<file path="src/rtl/rf_wb_arbiter_pkg.sv">
// Shared constants and types for the register-file writeback arbiter.
package rf_wb_arbiter_pkg;

   // Number of writeback sources sharing the register file write port.
   localparam int unsigned WB_NPORT = 2;

   // Default widths, matching the core's XLEN and register index width.
   localparam int unsigned WB_XLEN_DEF = 32;
   localparam int unsigned WB_IDXW_DEF = 5;

   // Port identity, also used as the round-robin favour pointer.
   typedef enum logic {
      wb_port0 = 1'b0,
      wb_port1 = 1'b1
   } wb_port_e;

endpackage

</file>
<file path="src/rtl/rf_wb_slot.sv">
// One-entry writeback buffer for a single source port.
// Accepts when empty or when its entry is being granted this cycle; writes to x0
// are consumed without being buffered.
module rf_wb_slot
   import rf_wb_arbiter_pkg::*;
#(
   parameter int unsigned XLEN = WB_XLEN_DEF,
   parameter int unsigned IDXW = WB_IDXW_DEF
) (
   input  logic            clk,
   input  logic            reset,
   input  logic            valid,
   output logic            ready,
   input  logic [IDXW-1:0] idx,
   input  logic [XLEN-1:0] data,
   input  logic            grant,
   output logic            occ,
   output logic [IDXW-1:0] buf_idx,
   output logic [XLEN-1:0] buf_data
);

   logic            occ_q, occ_d;
   logic [IDXW-1:0] idx_q, idx_d;
   logic [XLEN-1:0] data_q, data_d;
   logic            accept;

   // Grant pass-through lets a port stream one write per cycle.
   assign ready  = !reset && (!occ_q || grant);
   assign accept = valid && ready;

   assign occ      = occ_q;
   assign buf_idx  = idx_q;
   assign buf_data = data_q;

   // Next-state: refill on accept (unless x0), else drain on grant.
   always_comb begin
      occ_d  = occ_q;
      idx_d  = idx_q;
      data_d = data_q;
      if (accept && (idx != '0)) begin
         occ_d  = 1'b1;
         idx_d  = idx;
         data_d = data;
      end else if (grant) begin
         occ_d = 1'b0;
      end
   end

   // Buffer state register with synchronous reset.
   always_ff @(posedge clk) begin
      if (reset) begin
         occ_q  <= 1'b0;
         idx_q  <= '0;
         data_q <= '0;
      end else begin
         occ_q  <= occ_d;
         idx_q  <= idx_d;
         data_q <= data_d;
      end
   end

endmodule

</file>
<file path="src/rtl/rf_wb_arbiter.sv">
// Writeback arbiter for the integer register file's single write port.
// Two buffered sources, one grant per cycle, registered we3/wa3/wd3 output stage
// and a pending-write mask for hazard detection.
// Build option: define WB_ARB_RR_EN for round-robin arbitration; otherwise port 0
// has fixed priority.
module rf_wb_arbiter
   import rf_wb_arbiter_pkg::*;
#(
   parameter int unsigned XLEN = WB_XLEN_DEF,
   parameter int unsigned IDXW = WB_IDXW_DEF
) (
   input  logic                 clk,
   input  logic                 reset,
   input  logic                 p0_valid,
   output logic                 p0_ready,
   input  logic [IDXW-1:0]      p0_idx,
   input  logic [XLEN-1:0]      p0_data,
   input  logic                 p1_valid,
   output logic                 p1_ready,
   input  logic [IDXW-1:0]      p1_idx,
   input  logic [XLEN-1:0]      p1_data,
   output logic                 we3,
   output logic [IDXW-1:0]      wa3,
   output logic [XLEN-1:0]      wd3,
   output logic [2**IDXW-1:0]   pend_mask
);

   logic            occ0, occ1;
   logic [IDXW-1:0] bidx0, bidx1;
   logic [XLEN-1:0] bdata0, bdata1;
   logic            gnt0, gnt1;
   logic            contested;

   logic            we3_q;
   logic [IDXW-1:0] wa3_q;
   logic [XLEN-1:0] wd3_q;

   rf_wb_slot #(
      .XLEN (XLEN),
      .IDXW (IDXW)
   ) u_slot0 (
      .clk      (clk),
      .reset    (reset),
      .valid    (p0_valid),
      .ready    (p0_ready),
      .idx      (p0_idx),
      .data     (p0_data),
      .grant    (gnt0),
      .occ      (occ0),
      .buf_idx  (bidx0),
      .buf_data (bdata0)
   );

   rf_wb_slot #(
      .XLEN (XLEN),
      .IDXW (IDXW)
   ) u_slot1 (
      .clk      (clk),
      .reset    (reset),
      .valid    (p1_valid),
      .ready    (p1_ready),
      .idx      (p1_idx),
      .data     (p1_data),
      .grant    (gnt1),
      .occ      (occ1),
      .buf_idx  (bidx1),
      .buf_data (bdata1)
   );

   assign contested = occ0 && occ1;

`ifdef WB_ARB_RR_EN
   // Port favoured on the next contested cycle; flips after each contested grant.
   wb_port_e rr_q, rr_d;

   // Round-robin grant: uncontested slots win outright, contested follow rr_q.
   always_comb begin
      gnt0 = 1'b0;
      gnt1 = 1'b0;
      rr_d = rr_q;
      if (contested) begin
         gnt0 = (rr_q == wb_port0);
         gnt1 = (rr_q == wb_port1);
         rr_d = (rr_q == wb_port0) ? wb_port1 : wb_port0;
      end else begin
         gnt0 = occ0;
         gnt1 = occ1;
      end
   end

   // Round-robin pointer register.
   always_ff @(posedge clk) begin
      if (reset) begin
         rr_q <= wb_port0;
      end else begin
         rr_q <= rr_d;
      end
   end
`else
   // Fixed priority grant: port 0 wins contention.
   always_comb begin
      gnt0 = occ0;
      gnt1 = occ1 && !occ0;
   end
`endif

   // Output stage: load the granted entry, else drop we3 and hold address/data.
   always_ff @(posedge clk) begin
      if (reset) begin
         we3_q <= 1'b0;
         wa3_q <= '0;
         wd3_q <= '0;
      end else if (gnt0) begin
         we3_q <= 1'b1;
         wa3_q <= bidx0;
         wd3_q <= bdata0;
      end else if (gnt1) begin
         we3_q <= 1'b1;
         wa3_q <= bidx1;
         wd3_q <= bdata1;
      end else begin
         we3_q <= 1'b0;
      end
   end

   assign we3 = we3_q;
   assign wa3 = wa3_q;
   assign wd3 = wd3_q;

   // Pending mask from buffered and staged writes only (no input paths).
   always_comb begin
      pend_mask = '0;
      if (occ0) begin
         pend_mask[bidx0] = 1'b1;
      end
      if (occ1) begin
         pend_mask[bidx1] = 1'b1;
      end
      if (we3_q) begin
         pend_mask[wa3_q] = 1'b1;
      end
   end

endmodule

</file>
<file path="config.mk">
export PLATFORM = sky130hd
export DESIGN_NAME = rf_wb_arbiter
export DESIGN_NICKNAME = d
export VERILOG_FILES = /design/src/rtl/rf_wb_arbiter_pkg.sv /design/src/rtl/rf_wb_slot.sv /design/src/rtl/rf_wb_arbiter.sv
export SDC_FILE = /design/constraint.sdc
export NUM_CORES = 1
export LEC_CHECK = 0
export BUFFER_PORTS_ARGS = -buffer_cell sky130_fd_sc_hd__buf_2
export CORE_UTILIZATION = 53
export DETAILED_ROUTE_END_ITERATION = 10
export GPL_TIMING_DRIVEN = 0
export PLACE_DENSITY_LB_ADDON = 0.05
export SLEW_MARGIN = 5
export SYNTH_ARGS = -nofsm -noshare
export SYNTH_HDL_FRONTEND = slang
export SYNTH_SLANG_ARGS = --single-unit
export TNS_END_PERCENT = 20
</file>
<file path="constraint.sdc">
create_clock -name clk -period 2.1 [get_ports clk]
set_input_delay 0.21 -clock clk [delete_from_list [all_inputs] [get_ports clk]]
set_output_delay 0.21 -clock clk [all_outputs]
set_load 0.005 [all_outputs]
</file>
==> results.md <==
* Outcome: completed
* Largest family of logic cells by synthesized area: multiplexers
* Delay-heaviest family, CP: buffers and inverters
* Die X at 104 um
* Vias after detailed routing at about 5.3k
* Top cells by area, synth: dfxtp_1, mux2_2, mux2i_1
* Largest net degree at the start of global routing at 17
* IO Port Bufs at roughly 150
* Hold_ws at 16.2 ps
* DRT Wirelength at ~16 mm
* Area post-placement at about 6500 um2
* EDFF count, synth at 0
* Hold/Removal Path Class: in -> reg
* Syn Inst Count at just over 600
* Startpoint Class: register
* RSZ-0062 raised after global routing: true
* Fin area at 7870 um2
* Gpl congestion at 0.818
* Cell Chain, Critical Path: buf_2 -> and3_2 -> a222oi_1 -> inv_1 -> buf_2
* Met3 wire length at 984 um
* GR Overflow Total at 0
* Cell variety after synth at 31
* Clk Latency, worst-skew pair at 520 ps
* Syn avg cell area at between 9 and 10 um2
* Critical path buffers and inverters at 3
* Worst Path Required at 1890 ps
* Vias in the first global route at ~5.4k
* Routed Antenna Nets at 0
* Core area at just over 10000 um2
* Flop pwr share at approximately two fifths
* Top sig layer: met4
* First-pass GRT wire length at ~26 mm
* Peak supply drop at between 0.5 and 0.6 mV
* Share of cells above drive strength 1 at about a third
* Worst-path clk slew at around 60 ps
* Register area at 2290 um2
* Area of the multi-input gates at between 3000 and 4000 um2
* Sequential area share after synthesis at about two fifths
* Cell taking the most area after synthesis: dfxtp_1
* Post-DR wirelength/cell at approximately 16 um
* Post-synthesis mux area share at between 20% and 30%
* Total Routing Usage GR at ~30%
* Synth Area in Adders at 0%
* CP Capture Type: output pin
* Filler Cells Inserted at ~730
* CP Max Fanout at 8
* Maxcap violations at 0
* Critical path class: reg -> out
* Non-filler instance count after layout at approximately 990
* Most frequent cell on the critical path: buf_2
* Total CTS buffers at 17
* Root buf cell: clkbuf_8
* Area delta synth->final at 41.6%
* Final hold vios at 0
* Die H at 104 um
* Setup TNS Final at 0 ps
* CTS Sinks at 114
* Die ar. at ~11000 um2
* Synth top area share at 41.1%
* Sw frac at roughly 27%
* Initial Utilization at between 50 and 60%
* Dpl ws at -61.8 ps
* Initial antenna violation count at 0
* Setup ws final at approximately 30 ps
* Part of the power in the clock network at between 40% and 50%
* Fin crit share at between 90% and 100%
* Relative slew slack at 46.1%
* Routed wl met2 at just under 8 mm
* Initial DRC Count at roughly 340
* Number of inserted diodes at 0
* NetSw at ~1.6 mW
* First-pass DRT Iterations at 5
* Htree depth at 4
* Syn nets at 682
* Simple-Gate Fraction of Synth Area at approximately 22%
* Post-synth top cells: nand2_1, dfxtp_1, mux2_2, mux2i_1, nor2_1
* CP max-delay cell: a222oi_1
* Crit path DAT at roughly 1900 ps
* Clock skew at about 10 ps
* Cell Count Post-Placement at about 890
* Rows at 37
* Fraction of registers with async set/reset at 0%
* Combinational Power Share at 13.1%
* Cell area after synthesis at ~5600 um2
* Top-count cell post-synth: nand2_1
* Max incr delay on CP at 350 ps
* Ys Warns at 0
* # IOs at 150
* WL met1 at between 6 and 7 mm
* Hpwl dp at 10.0 mm
* # DRC at 0
* XOR/XNOR Fraction of Synth Area at 0%
* Worst-margin pin slew at about 810 ps
* Vias/cell at 5.40
* Leakage Power at between 3 and 4 nW
* Nets at 914
* Fmax at ~0.48 GHz
* Setup violations, final at 0
* Synth Register Bits at around 110
* Slew Viols, Final at 0
* Top_reg_cell synth: dfxtp_1
* Period minus WS final at approximately 2100 ps
* Max clock buf depth at 2
* CTS tree: yes
* PwrDens at roughly 760 nW/um2
* Internal at 4.36 mW
* Synth Area in Compound Gates at under 10%
==> cell families after synthesis <==
logic type,Yosys count
buffers and inverters,51
DFF,114
muxes,140
and+or+nand+nor,253
AOI/OAI and AO/OA,46
==> power groups by stage <==
stage | sequential [mW] | combinational (mW) | clock, mW
finish | 2.41 | 0.781 | 2.78
global route | 2.42 | 0.848 | 2.92
CTS | 2.39 | 0.793 | 2.81
detailed placement | 2.42 | 0.671 | 0
global placement | 2.42 | 0.652 | 0
floorplan | 2.40 | 0.438 | 0
==> cell usage in the layout (no fill, tap or decap), types with 6 or more instances in the layout <==
master | synthesis | routed
buf_2 | 7 | 156
nand2_1 | 133 | 133
dfxtp_1 | 114 | 108
dlygate4sd3_1 | 0 | 75
mux2_2 | 69 | 69
mux2i_1 | 69 | 69
nor2_1 | 39 | 39
nor2b_1 | 34 | 34
a22oi_1 | 30 | 30
clkbuf_1 | 30 | 16
clkbuf_16 | 0 | 16
and3b_1 | 15 | 13
o21ai_0 | 9 | 9
nor3b_2 | 1 | 8
nand3_1 | 8 | 8
buf_6 | 5 | 6
inv_6 | 0 | 6
==> flip-flops by register name, summed over array words and instances, names as in the netlist <==
register,count
u_slot1.buf_data,32
wa3,5
wd3,32
we3,1
u_slot1.occ,1
u_slot0.buf_data,32
u_slot0.buf_idx,5
u_slot0.occ,1
u_slot1.buf_idx,5
==> path summary, 6_finish.rpt <==
check                                     startpoint                    to  slack (ps)  cells after the start
worst max register to register           u_slot0.occ   u_slot1.buf_data[1]         410                      5
worst min-delay path                      p0_data[2]   u_slot0.buf_data[2]          20                      3
worst min register to register  u_slot0.buf_data[22]  u_slot0.buf_data[22]         460                      2
worst max-delay path                     u_slot0.occ         pend_mask[27]          30                      5
==> per-stage QoR <==
| stage | utilization, % | power [mW] |
|---|---|---|
| floorplan | - | 2.84 |
| global placement | 63.3 | 3.07 |
| detailed placement | 63.3 | 3.09 |
| CTS | 76.9 | 5.99 |
| global route | 76.9 | 6.19 |
| finish | 76.9 | 5.98 |
==> worst register-to-register path, cell delays in order (launching register included) <==
cell and delay [ps]:
dfxtp_1 310, buf_2 170, a21oi_2 340, o211ai_4 230, buf_6 210, mux2_1 310
==> cell type report <==
class	instances	share of cell area [%]
Clock buffer	17	5.26
Clock inverter	15	2.00
Buffer	34	2.37
Inverter	3	0.143
Timing Repair Buffer	227	19.5
Multi-Input combinational cell	439	39.5
Tap cell	136	2.16
Sequential cell	114	29.1
==> metal layers <==
layer,up-vias,global-route usage [%]
met3,27,6.58
met5,-,0
met4,0,10.7
met1,2531,36.4
li1,2537,-
met2,222,51.5
==> timing repair <==
| item | CTS | global route |
|---|---|---|
| resized for setup | 17 | 11 |
| buffers inserted | 3 | 0 |
| hold buffers | 75 | 0 |
| pin swaps | 1 | 1 |
| setup endpoints to repair | 32 | 32 |
| cloned | 0 | 0 |
| hold endpoints to repair | 73 | 0 |
Note: power is estimated with default switching activity, not from simulation.
